### config.mk
export PLATFORM = sky130hd
export DESIGN_NAME = cart_psram_reader
export DESIGN_NICKNAME = d
export VERILOG_FILES = /design/src/rtl/cart_psram_reader.sv
export SDC_FILE = /design/constraint.sdc
export NUM_CORES = 1
export LEC_CHECK = 0
export ABC_AREA = 1
export CORE_AREA = 5 5 119 121
export DETAILED_ROUTE_END_ITERATION = 6
export DIE_AREA = 0 0 124 126
export SLEW_MARGIN = 30
export SYNTH_ARGS = -nofsm -noshare
export SYNTH_HDL_FRONTEND = slang
export SYNTH_SLANG_ARGS = --single-unit
### constraint.sdc
create_clock -name clk -period 2.2 [get_ports clk]
set_input_delay 0.44 -clock clk [delete_from_list [all_inputs] [get_ports clk]]
set_output_delay 0.44 -clock clk [all_outputs]
set_load 0.02 [all_outputs]
### src/rtl/cart_psram_reader.sv
// Serves Atari 7800 cart bus reads from a game image held in PSRAM, one byte read per new address.
// Optional macro CART_PREFETCH_EN adds a one-entry sequential prefetch buffer (offset+1).
module cart_psram_reader #(
  parameter logic [15:0] ROM_BASE       = 16'h4000,
  parameter logic [21:0] PSRAM_OFFSET   = 22'h000000,
  parameter int unsigned TIMEOUT_CYCLES = 64,
  parameter logic [7:0]  FILL_BYTE      = 8'hEA
) (
  input  logic        clk,
  input  logic        reset_n,
  input  logic        enable,
  input  logic [15:0] bus_addr,
  input  logic        bus_rw,
  input  logic [31:0] rom_size,
  output logic [7:0]  data_out,
  output logic        data_ready,
  output logic        psram_read_req,
  output logic [21:0] psram_addr,
  input  logic [7:0]  psram_read_data,
  input  logic        psram_data_valid,
  input  logic        psram_busy,
  output logic        timeout_err
);
  // state    | meaning
  // IDLE     | waiting for a new (or deferred) bus read
  // ISSUE    | demand read pending, waiting for controller not busy
  // WAIT     | demand read in flight, timeout counter running
  // PF_ISSUE | prefetch of offset+1 pending (CART_PREFETCH_EN only)
  // PF_WAIT  | prefetch in flight (CART_PREFETCH_EN only)
`ifdef CART_PREFETCH_EN
  typedef enum logic [2:0] {IDLE, ISSUE, WAIT, PF_ISSUE, PF_WAIT} state_t;
`else
  typedef enum logic [1:0] {IDLE, ISSUE, WAIT} state_t;
`endif

  localparam int TW = $clog2(TIMEOUT_CYCLES);
  localparam logic [TW-1:0] T_LOAD = TW'(TIMEOUT_CYCLES - 1);

  state_t        state, state_d;
  logic          enable_q, pending;
  logic [15:0]   last_addr, offset;
  logic [TW-1:0] tcnt;
  logic          in_win, new_req, addr_ok;
  logic          svc, fill_now, deliver, tmo, tmo_ret, load_cnt, load_addr;
  logic [21:0]   addr_d;
`ifdef CART_PREFETCH_EN
  logic [15:0]   next_off, pf_addr;
  logic [7:0]    pf_data;
  logic          pf_valid, pf_ok, pf_hit, pf_start, pf_fill;

  assign next_off = offset + 16'd1;
  assign pf_ok    = (offset != 16'hFFFF) && ({16'b0, next_off} < rom_size);
`endif

  assign offset  = bus_addr - ROM_BASE;
  assign in_win  = (bus_addr >= ROM_BASE) && ({16'b0, offset} < rom_size);
  assign new_req = enable && bus_rw && ((bus_addr != last_addr) || !enable_q);
  // Without a new request this cycle, bus_addr equals last_addr, so the fetched byte is still wanted.
  assign addr_ok = enable && bus_rw && !pending && !new_req;

  always_ff @(posedge clk or negedge reset_n) begin
    if (!reset_n) state <= IDLE;
    else          state <= state_d;
  end

  always_comb begin
    state_d        = state;
    psram_read_req = 1'b0;
    svc            = 1'b0;
    fill_now       = 1'b0;
    deliver        = 1'b0;
    tmo            = 1'b0;
    tmo_ret        = 1'b0;
    load_cnt       = 1'b0;
    load_addr      = 1'b0;
    addr_d         = psram_addr;
`ifdef CART_PREFETCH_EN
    pf_hit         = 1'b0;
    pf_start       = 1'b0;
    pf_fill        = 1'b0;
`endif
    case (state)
      IDLE: begin
        if (enable && bus_rw && (new_req || pending)) begin
          svc = 1'b1;
          if (!in_win) fill_now = 1'b1;
`ifdef CART_PREFETCH_EN
          else if (pf_valid && (bus_addr == pf_addr)) begin
            pf_hit = 1'b1;
            if (pf_ok) begin
              pf_start = 1'b1;
              state_d  = PF_ISSUE;
            end
          end
`endif
          else begin
            load_addr = 1'b1;
            addr_d    = PSRAM_OFFSET + {6'b0, offset};
            state_d   = ISSUE;
          end
        end
      end
      ISSUE: begin
        if (!enable) state_d = IDLE;
        else if (!psram_busy) begin
          psram_read_req = 1'b1;
          load_cnt       = 1'b1;
          state_d        = WAIT;
        end
      end
      WAIT: begin
        if (psram_data_valid) begin
          deliver = addr_ok;
          state_d = IDLE;
`ifdef CART_PREFETCH_EN
          if (addr_ok && pf_ok) begin
            pf_start = 1'b1;
            state_d  = PF_ISSUE;
          end
`endif
        end else if (tcnt == '0) begin
          tmo     = 1'b1;
          tmo_ret = addr_ok;
          state_d = IDLE;
        end
      end
`ifdef CART_PREFETCH_EN
      PF_ISSUE: begin
        if (!enable) state_d = IDLE;
        else if (!psram_busy) begin
          psram_read_req = 1'b1;
          load_cnt       = 1'b1;
          state_d        = PF_WAIT;
        end
      end
      PF_WAIT: begin
        if (psram_data_valid) begin
          pf_fill = 1'b1;
          state_d = IDLE;
        end else if (tcnt == '0) begin
          tmo     = 1'b1;
          state_d = IDLE;
        end
      end
`endif
      default: state_d = IDLE;
    endcase
`ifdef CART_PREFETCH_EN
    if (pf_start) begin
      load_addr = 1'b1;
      addr_d    = PSRAM_OFFSET + {6'b0, next_off};
    end
`endif
  end

  always_ff @(posedge clk or negedge reset_n) begin
    if (!reset_n) begin
      enable_q    <= 1'b0;
      last_addr   <= 16'h0;
      pending     <= 1'b0;
      tcnt        <= '0;
      psram_addr  <= 22'h0;
      data_out    <= FILL_BYTE;
      data_ready  <= 1'b0;
      timeout_err <= 1'b0;
    end else begin
      enable_q <= enable;
      if (new_req) last_addr <= bus_addr;
      // A request seen while a read is in flight is serviced once IDLE is reached.
      if (!enable)                        pending <= 1'b0;
      else if (new_req && state != IDLE)  pending <= 1'b1;
      else if (svc)                       pending <= 1'b0;
      if (load_cnt)           tcnt <= T_LOAD;
      else if (tcnt != '0)    tcnt <= tcnt - 1'b1;
      if (load_addr) psram_addr <= addr_d;
      if (tmo) timeout_err <= 1'b1;
      if (fill_now || tmo_ret) begin
        data_out   <= FILL_BYTE;
        data_ready <= 1'b1;
      end else if (deliver) begin
        data_out   <= psram_read_data;
        data_ready <= 1'b1;
      end
`ifdef CART_PREFETCH_EN
      else if (pf_hit) begin
        data_out   <= pf_data;
        data_ready <= 1'b1;
      end
`endif
      else if (!enable || !bus_rw || new_req) data_ready <= 1'b0;
    end
  end

`ifdef CART_PREFETCH_EN
  always_ff @(posedge clk or negedge reset_n) begin
    if (!reset_n) begin
      pf_valid <= 1'b0;
      pf_addr  <= 16'h0;
      pf_data  <= 8'h0;
    end else if (pf_start) begin
      pf_valid <= 1'b0;
      pf_addr  <= bus_addr + 16'd1;
    end else if (pf_fill) begin
      pf_valid <= 1'b1;
      pf_data  <= psram_read_data;
    end
  end
`endif

endmodule

==> impl_metrics.csv <==
group,metric,value,unit
sta,hold_viol_final,0,
route,vias,3173,
hold_path,hold_path.class,"input pin to async pin",
pwr,ir_worst_vdd,291,uV
sta,maxSlewViolCount,0,
floorplanning,dieArea,0.0156,sq mm
clocking,numCtsBuffers,5,
floorplanning,coreArea,0.0130,sq mm
route,drc,0,
clocking,cts_tree,"done",
final_layout,final_cell_count_no_fill,749,
floorplanning,die-width,124,um
place,hpwl,7320,um
pwr,power_density,618,mW/mm^2
final_layout,diodes,0,
synthesis,synth_area_per_cell,7.33,sq um
clocking,clockBufferDepth,2,
clocking,cts.reportedPaths.clkPinSlew,0.07,ns
status,outcome,"finished, final reports clean",
worst_setup_path,path_cells,"clkdlybuf4s50_1, inv_1, ha_1, a21oi_2, o21ai_1, a21oi_2, nand2_4, nand2_4, buf_12, nand4_4, nand2_1, nand2_1",
route,initialDrtViolationCount,164,
final_layout,syn_to_final_growth,60.2,%
pwr,p_total,0.00313,W
sta,fin_crit_sh,95.4,%
sta,max_slew_margin,51.5,%
route,drtAntennaViolNets,0,
worst_setup_path,cp_slowest_stage_delay,0.45,ns
global_route,grt_max_degree,30,
worst_setup_path,crit_path_end_kind,"register",
floorplanning,initial_core_util,24.4,%
place,gp_congestion,0.827,
clocking,clock_sinks,52,
synthesis,yosysWarnings,0,
sta,worst_pin_slew,0.725,ns
synthesis,yosysMostFrequentCell,"nand2_1",
place,dpl.cell_count,733,
global_route,grt_pass1_vias,3235,
sta,fin_crit,2.10,ns
synthesis,ys.flop_type,"dfrtp_1",
sta,clock_skew,0.00690,ns
worst_setup_path,r2r_slack,0.21,ns
place,portBuffers,88,
floorplanning,placementRows,42,
run,drv_cap,0,
sta,max_freq,0.476,GHz
synthesis,yosysTopAreaCell,"dfrtp_1",
route,via_per_inst,4.24,
synthesis,yosys-top-cells-count,"nand2_1 (146), inv_1 (72), dfrtp_1 (47)",
global_route,grt_first_pass_wirelength,15400,um
synthesis,netlist_top_cells_area,"dfrtp_1 (37%), nand2_1 (17%), inv_1 (8.5%)",
global_route,antenna_found_initial,0,
worst_setup_path,path_delay_family,"buffers and inverters",
worst_setup_path,cpMaxStageDelayCell,"clkdlybuf4s50_1",
synthesis,synth_seq_cells,52,
worst_setup_path,worstPathMaxFanout,8,
synthesis,ys_seq_area_share,41.3,%
clocking,cts_max_level,2,
synthesis,synthesis.area,0.00317,sq mm
route,post_drt_wl_per_cell,12.4,um
worst_setup_path,arrival,2.29,ns
final_layout,nets,651,
global_route,grt.total_usage,12.1,%
route,wl,9290,um
floorplanning,die_h,126,um
synthesis,syn_inst,432,
synthesis,async_flop_share,100,%
clocking,clkLatencyLatePin,0.29,ns
pwr,cellLeakagePower,2.62,nW
worst_setup_path,required,2.39,ns
synthesis,synth_top_area_share,37.2,%
worst_setup_path,worstSetupPathType,"input pin to register",
synthesis,ys_types,31,
worst_setup_path,worstSetupStartpointType,"input pin",
final_layout,drive_gt1_share,20.4,%
synthesis,synth_edf_count,0,
route,dr.pass1.iters,4,
clocking,clockRootBuffer,"clkbuf_16",
sta,setup_viol,0,
worst_setup_path,path_buf_inv,3,
floorplanning,ios,95,
global_route,grt_overflow,0,
-- layout make-up --
class | instances | area (sq um)
fillers | 1328 | 7910
flip-flops and latches | 52 | 1310
clock inverters | 3 | 25.0
inverters | 73 | 277
clock buffers | 5 | 125
well taps | 176 | 220
multi-input cells | 299 | 1760
repair buffers | 141 | 1350
-- placed cells by master (no fill, tap or decap), types with 6 or more instances in the layout --
cell	synthesis	routed
a21oi_1	11	6
buf_4	6	44
buf_6	2	7
clkdlybuf4s50_1	0	70
conb_1	1	6
dfrtp_1	47	47
dlymetal6s2s_1	0	13
ha_1	17	11
inv_1	72	68
nand2_1	146	133
nand2_2	0	8
nand4_1	28	28
nor2_1	30	25
o21ai_0	23	20
-- metrics by stage --
stage               utilization (%)  TNS [ns]  hold WS, ns  cell area (sq um)  setup slack [ns]
floorplan                         -         0        0.144               3180            0.0329
global placement               35.0    -15.29        0.454               4550            -0.559
detailed placement             35.0    -17.61        0.463               4550            -0.637
CTS                            37.5         0        0.149               4870           0.00305
global route                   39.1  -0.00304        0.174               5070          -0.00304
finish                         39.1         0        0.127               5070             0.101
-- what timing repair did --
action	CTS	global route
endpoints found under the setup margin	27	35
hold buffers	0	0
cloned	2	0
pin swaps	13	28
resized for setup	30	49
buffers inserted	2	4
-- report_power, final --
group	leakage [nW]	switching, W	internal, W	total (W)
combinational	1.91	0.000540	0.000515	0.00105
clock	0.0708	0.000378	0.000431	0.000809
sequential	0.635	0.000137	0.00113	0.00127
total	2.62	0.00106	0.00208	0.00313
-- state kept, by name, indices dropped and copies added (netlist names) --
register / count
last_addr: 16
psram_addr: 16
data_out: 8
tcnt: 6
state: 2
data_ready: 1
enable_q: 1
pending: 1
timeout_err: 1
-- final timing paths --
path,endpoint,start,cells after the start
max reg2reg,data_out[3],tcnt[0],12
max in group asynchronous,data_out[5],reset_n,2
min reg2reg,timeout_err,timeout_err,2
min,data_out[2],reset_n,1
max,psram_addr[9],rom_size[11],12
min in group clk,timeout_err,timeout_err,2
-- per-layer routing --
layer | vias to the layer above | share of wire, % | GRT usage, % | wire length, um
met2 | 70 | 49 | 20.5 | 4510
met5 | - | 0 | 0 | 0
li1 | 1639 | - | - | -
met4 | 0 | 0.65 | 2.06 | 60
met1 | 1459 | 44 | 15.6 | 4120
met3 | 5 | 6.5 | 3.36 | 601
-- cell families after synthesis --
| kind of cell | synth area share, % |
|---|---|
| AND/OR/NAND/NOR | 32.1 |
| buffers and inverters | 11.7 |
| flip-flops | 41.3 |
| AO/OA/AOI/OAI | 6.84 |
| adder cells (fa/ha/maj) | 6.72 |
| XOR/XNOR | 0.830 |
| other | 0.118 |
| multiplexers | 0.356 |
Note: power is estimated with default switching activity, not from simulation.
